--- src/rtl/mdu_pkg.sv ---
// Shared encodings for the HI/LO multiply/divide unit: opcodes, FSM states, counter width.
package mdu_pkg;

  localparam int unsigned NB_DATA_DEF = 32;
  localparam int unsigned NB_CNT      = $clog2(NB_DATA_DEF);

  typedef enum logic [2:0] {
    MDU_MULT  = 3'b000,
    MDU_MULTU = 3'b001,
    MDU_DIV   = 3'b010,
    MDU_DIVU  = 3'b011,
    MDU_MTHI  = 3'b100,
    MDU_MTLO  = 3'b101
  } mdu_op_e;

  typedef enum logic [1:0] {
    StIdle,
    StCalc,
    StFix
  } mdu_state_e;

endpackage

--- src/rtl/mdu_div_core.sv ---
// Unsigned restoring divider: one quotient bit per step, operands are magnitudes.
module mdu_div_core #(
  parameter int unsigned NB_DATA = 32
) (
  input  logic               clk,
  input  logic               rst_n,
  input  logic               load,
  input  logic               step,
  input  logic [NB_DATA-1:0] dividend,
  input  logic [NB_DATA-1:0] divisor,
  output logic [NB_DATA-1:0] quotient,
  output logic [NB_DATA-1:0] remainder
);

  logic [NB_DATA-1:0] rem_q, quo_q, dvs_q;
  logic [NB_DATA:0]   shifted;
  logic [NB_DATA+1:0] diff;
  logic               fits;

  // Extra top bit on diff acts as the borrow flag of the trial subtraction.
  assign shifted = {rem_q, quo_q[NB_DATA-1]};
  assign diff    = {1'b0, shifted} - {2'b00, dvs_q};
  assign fits    = ~diff[NB_DATA+1];

  always_ff @(posedge clk or negedge rst_n) begin
    if (!rst_n) begin
      rem_q <= '0;
      quo_q <= '0;
      dvs_q <= '0;
    end else if (load) begin
      rem_q <= '0;
      quo_q <= dividend;
      dvs_q <= divisor;
    end else if (step) begin
      rem_q <= fits ? diff[NB_DATA-1:0] : shifted[NB_DATA-1:0];
      quo_q <= {quo_q[NB_DATA-2:0], fits};
    end
  end

  assign quotient  = quo_q;
  assign remainder = rem_q;

endmodule

--- src/rtl/mult_div_unit.sv ---
// Iterative HI/LO multiply/divide unit: shift-add multiply, restoring divide, MTHI/MTLO,
// sign fix-up on magnitudes at the end of the iteration.
module mult_div_unit
  import mdu_pkg::*;
#(
  parameter int unsigned NB_DATA = 32,
  parameter int unsigned NB_OP   = 3
) (
  input  logic               clk,
  input  logic               i_rst_n,
  input  logic               i_start,
  input  logic [NB_OP-1:0]   i_op,
  input  logic [NB_DATA-1:0] i_rs,
  input  logic [NB_DATA-1:0] i_rt,
  input  logic               i_flush,
  output logic               o_busy,
  output logic               o_done,
  output logic [NB_DATA-1:0] o_hi,
  output logic [NB_DATA-1:0] o_lo
);

  localparam int unsigned CntW = $clog2(NB_DATA);

  mdu_state_e state_q, state_d;

  logic [CntW-1:0]    cnt_q;
  logic               is_div_q, rs_neg_q, res_neg_q, dz_q, done_q;
  logic [NB_DATA-1:0] mcand_q, prod_hi_q, prod_lo_q, hi_q, lo_q;

  logic               accept, launch, signed_op, rs_neg, rt_neg, last;
  logic [NB_DATA-1:0] rs_mag, rt_mag, quo, rem;
  logic [NB_DATA:0]   mul_sum;

  logic [2*NB_DATA-1:0] prod;
  logic [NB_DATA-1:0]   res_hi, res_lo, quo_fix, rem_fix;

  assign accept    = (state_q == StIdle) & i_start & ~i_flush;
  assign launch    = accept & ~i_op[2];
  assign signed_op = ~i_op[0];
  assign rs_neg    = signed_op & i_rs[NB_DATA-1];
  assign rt_neg    = signed_op & i_rt[NB_DATA-1];
  // abs(most-negative) wraps to itself, which reads correctly as an unsigned magnitude.
  assign rs_mag    = rs_neg ? -i_rs : i_rs;
  assign rt_mag    = rt_neg ? -i_rt : i_rt;
  assign last      = (cnt_q == CntW'(NB_DATA - 1));

  // Multiplier lives in prod_lo_q and is shifted out as product bits shift in.
  assign mul_sum = {1'b0, prod_hi_q} + {1'b0, (prod_lo_q[0] ? mcand_q : '0)};

  mdu_div_core #(
    .NB_DATA (NB_DATA)
  ) u_div_core (
    .clk       (clk),
    .rst_n     (i_rst_n),
    .load      (launch),
    .step      ((state_q == StCalc) & is_div_q),
    .dividend  (rs_mag),
    .divisor   (rt_mag),
    .quotient  (quo),
    .remainder (rem)
  );

  always_ff @(posedge clk or negedge i_rst_n) begin
    if (!i_rst_n) begin
      state_q <= StIdle;
    end else begin
      state_q <= state_d;
    end
  end

  always_comb begin
    state_d = state_q;
    unique case (state_q)
      StIdle:  if (launch) state_d = StCalc;
      StCalc:  if (i_flush) state_d = StIdle;
               else if (last) state_d = StFix;
      StFix:   state_d = StIdle;
      default: state_d = StIdle;
    endcase
  end

  // Remainder follows the dividend's sign; divide-by-zero leaves HI = rs via that same path.
  always_comb begin
    prod    = {prod_hi_q, prod_lo_q};
    prod    = res_neg_q ? -prod : prod;
    quo_fix = res_neg_q ? -quo : quo;
    rem_fix = rs_neg_q ? -rem : rem;
    res_hi  = prod[2*NB_DATA-1:NB_DATA];
    res_lo  = prod[NB_DATA-1:0];
    if (is_div_q) begin
      res_hi = rem_fix;
      res_lo = dz_q ? '1 : quo_fix;
    end
  end

  always_ff @(posedge clk or negedge i_rst_n) begin
    if (!i_rst_n) begin
      cnt_q     <= '0;
      is_div_q  <= 1'b0;
      rs_neg_q  <= 1'b0;
      res_neg_q <= 1'b0;
      dz_q      <= 1'b0;
      done_q    <= 1'b0;
      mcand_q   <= '0;
      prod_hi_q <= '0;
      prod_lo_q <= '0;
      hi_q      <= '0;
      lo_q      <= '0;
    end else begin
      done_q <= 1'b0;
      if (launch) begin
        cnt_q     <= '0;
        is_div_q  <= i_op[1];
        rs_neg_q  <= rs_neg;
        res_neg_q <= rs_neg ^ rt_neg;
        dz_q      <= (i_rt == '0);
        mcand_q   <= rs_mag;
        prod_hi_q <= '0;
        prod_lo_q <= rt_mag;
      end else if (state_q == StCalc) begin
        cnt_q <= cnt_q + CntW'(1);
        if (!is_div_q) begin
          prod_hi_q <= mul_sum[NB_DATA:1];
          prod_lo_q <= {mul_sum[0], prod_lo_q[NB_DATA-1:1]};
        end
      end

      if (accept && (i_op[2:0] == MDU_MTHI)) begin
        hi_q <= i_rs;
      end else if (accept && (i_op[2:0] == MDU_MTLO)) begin
        lo_q <= i_rs;
      end else if ((state_q == StFix) && !i_flush) begin
        hi_q   <= res_hi;
        lo_q   <= res_lo;
        done_q <= 1'b1;
      end
    end
  end

  assign o_busy = (state_q != StIdle);
  assign o_done = done_q;
  assign o_hi   = hi_q;
  assign o_lo   = lo_q;

endmodule

--- config.mk ---
export PLATFORM = sky130hd
export DESIGN_NAME = mult_div_unit
export DESIGN_NICKNAME = d
export VERILOG_FILES = /design/src/rtl/mdu_pkg.sv /design/src/rtl/mdu_div_core.sv /design/src/rtl/mult_div_unit.sv
export SDC_FILE = /design/constraint.sdc
export NUM_CORES = 1
export LEC_CHECK = 0
export ABC_CLOCK_PERIOD_IN_PS = 3400
export CAP_MARGIN = 10
export CORE_AREA = 2 2 204 206
export DETAILED_ROUTE_END_ITERATION = 8
export DIE_AREA = 0 0 206 208
export PLACE_DENSITY = 0.66
export SETUP_SLACK_MARGIN = 0.1
export SLEW_MARGIN = 15
export SYNTH_ARGS = -nofsm -noshare
export SYNTH_HDL_FRONTEND = slang
export SYNTH_SLANG_ARGS = --single-unit
--- constraint.sdc ---
create_clock -name clk -period 3.4 [get_ports clk]
set_input_delay 0.34 -clock clk [delete_from_list [all_inputs] [get_ports clk]]
set_output_delay 0.34 -clock clk [all_outputs]
set_load 0.01 [all_outputs]
==> results.md <==
* outcome: finished, final reports clean
* count of max-cap constraint violations: 0
* io pins: 137
* critical-path cell list: buf_12 > and2_1 > ha_1 > a21oi_1 > o211ai_1 > o21ai_0 > o21ai_0 > a21o_1 > a21oi_1 > and3_1 > nor3_1
* Data arrival, critical path: 3.62 ns
* data required time of the worst path: 3.83 ns
* critical setup path kind: flop to flop
* site row count: 74
* register bit total from synthesis: 268
* Max-slew headroom: 0.393
* Clock H-tree levels: 2
* reg-to-reg slack, setup: 0.21 ns
* area of the mapped netlist: 19,300 um^2
* placed wire-length estimate: 55.4 mm
* total track usage: 0.341
* met3 Track Usage GR: 0.0509
* total leakage power: 9.89 nW
* number of antenna repair diodes: 0
* count of final setup violators: 0
* synthesis warning total: 0
* number of nets in the synthesized netlist: 2,529
* Detailed Route WL: 73.6 mm
* DR vias: 19,400
* post-route setup TNS: 0 ns
* Synth top cells by count: 302 x nand2_1, 268 x dfrtp_1, 257 x a21oi_1
* buffers from clock root to sink, at most: 3
* floorplan core area: 40,600 um^2
* number of design-rule violations left by the first detailed-router iteration: 2,054
* Pre-Repair DR Iteration Count: 6
* post-layout worst setup margin: 0.209 ns
* net count reported at finish: 2,682
* number of buffers inserted during clock tree synthesis: 34
* number of setup buffers added after CTS: 0
* number of synthesized flops with an enable pin: 0
* HP Class: primary input to asynchronous set/reset pin
* worst path bufs/invs: 1
* register area share after synthesis: 0.347
* clock insertion delay at the later pin of the skew report: 0.55 ns
* post-route ant nets: 0
* Tmin final: 3.19 ns
* area enclosed by the die boundary: 42,800 um^2
* post-detailed-route wirelength per cell: 23.8 um
* vias in the first global route: 18,300
* starting utilization of the core area: 0.477
* post-route DRC violation count: 0
* busiest layer in global routing: met2
* Critical Path Max Stage Delay: 0.57 ns
* gpl congestion: 0.996
* Critical Path Slowest Stage Cell: o21ai_0
* footprint of the multi-input gates: 11,900 um^2
* critical path fanouts, max: 36
* vias per std cell: 6.27
* top achievable clock speed: 0.313 GHz
* final max-slew violation count: 0
* largest area contributor in the netlist: dfrtp_1
* most common cell in the synthesized netlist: nand2_1
* number of fill cells in the layout: 3,705
* Die Width: 206 um
* power density normalized to cell area: 802 nW/um^2
* GR Layer Usage met2: 0.519
* fraction of layout cells with a size suffix above 1: 0.0894
* clock tree root driver cell: clkbuf_16
* maximum ir drop on the vdd rail: 556 uV
* area of all sequential standard cells: 6710 um^2
* asr flop ratio synth: 1.00
* clock slew at reported path FFs: 0.06 ns
* GR met1 Demand/Resource: 0.472
* slew at the pin with the worst max-slew slack: 0.902 ns
* pre-CTS worst setup slack: 0.134 ns
* share of Yosys cell area claimed by the top area cell type: 0.347
* overflow left after global routing: 0
* Layout Skew: 0.0165 ns
* Synth-to-Final Area Change: 19.5%
* Port Buffers: 136
* TritonCTS clock tree: yes
* share of the cycle needed by the critical path after routing: 0.938
* count of distinct cell types in the synthesized netlist: 72
* TritonCTS Sinks: 268
* gate count after technology mapping: 2,385
* startpoint type of the worst setup path: flop
* most area-consuming cells after synthesis: dfrtp_1 35%, a21oi_1 6.7%, xnor2_1 6.6%
* endpoint class of the critical path: flop
* global-route wire length before repair: 112 mm
* initial antenna violation count: 0
* setup repair after global routing missed its margin: true
* final hold violation count: 0
* kind of cell adding the most delay to the critical path: compound AO/OA/AOI/OAI gates
* Die Y: 208 um
* maximum number of pins on one net before global-route repair: 95
* Post-synth top flop: dfrtp_1
* Synth Area per Inst: 8.10 um^2
## power by group
part | total [mW] | switching (mW) | leakage (nW) | internal, mW
clock | 3.75 | 1.50 | 0.555 | 2.25
sequential | 5.50 | 1.31 | 3.24 | 4.19
combinational | 9.26 | 5.29 | 6.10 | 3.97
## metrics by stage
step	instances	instance area (um^2)	power, mW	hold WS, ns	utilization
finish	3093	23100	18.5	0.387	0.569
global route	3093	23100	19.6	0.441	0.569
CTS	3093	23000	18.3	0.398	0.568
detailed placement	3033	21900	14.5	0.372	0.540
global placement	3033	21900	14.3	0.372	0.540
floorplan	2385	19300	11.1	0.0444	-
## cell usage in the layout, fill, tap and decap left out, types with 36 or more instances in the layout
cell and instances:
nand2_1 300, dfrtp_1 266, a21oi_1 257, nor2_1 163, o21ai_0 154, xnor2_1 145, clkdlybuf4s50_1 135, buf_4 121
nand3_1 82, xor2_1 81, and3_1 75, ha_1 71, inv_1 67, o31ai_1 52, and2_1 36
## area by class of cell
type                            count  area share
Multi-Input combinational cell   1902       0.516
Sequential cell                   268       0.291
Timing Repair Buffer              265       0.105
Clock buffer                       51      0.0449
Tap cell                          532      0.0288
Inverter                           67      0.0109
Clock inverter                      8     0.00428
## logic make-up (layout without fill, tap and decap cells)
logic type,Yosys count,after routing,synth area share
multiplexers,33,33,0.0171
flip-flops,268,268,0.347
adder cells (fa/ha/maj),73,73,0.0480
buffers and inverters,215,391,0.0423
AND/OR/NAND/NOR,858,858,0.214
AO/OA/AOI/OAI,712,712,0.229
XOR/XNOR,226,226,0.102
## flip-flops by register name (all words and copies together) (netlist names), 2 cells and up
register              cells
cnt_q                     5
mcand_q                  32
o_hi                     32
o_lo                     32
prod_hi_q                32
prod_lo_q                32
state_q                   2
u_div_core.dvs_q         32
u_div_core.quotient      32
u_div_core.remainder     32
## final timing paths
kind	startpoint	endpoint	depth (start not counted)
max	prod_lo_q[0]	prod_hi_q[14]	11
min	i_rst_n	prod_hi_q[12]	2
max reg2reg	prod_lo_q[0]	prod_hi_q[14]	11
min reg2reg	mcand_q[26]	mcand_q[26]	2
max in group asynchronous	i_rst_n	o_lo[14]	3
min in group clk	i_flush	state_q[1]	2
## layer usage
layer | vias to the layer above | part of all wire
met3 | 186 | 0.087
met2 | 977 | 0.45
met5 | - | 0
met4 | 0 | 0.053
met1 | 9345 | 0.41
li1 | 8889 | -
## timing repair
| item | 4_1_cts | 5_1_grt |
|---|---|---|
| resized for setup | 0 | 10 |
| hold buffers | 1 | 0 |
| endpoints found under the hold margin | 67 | 0 |
| setup endpoints to repair | 0 | 31 |
No activity file was read; power rests on OpenSTA's default activity.
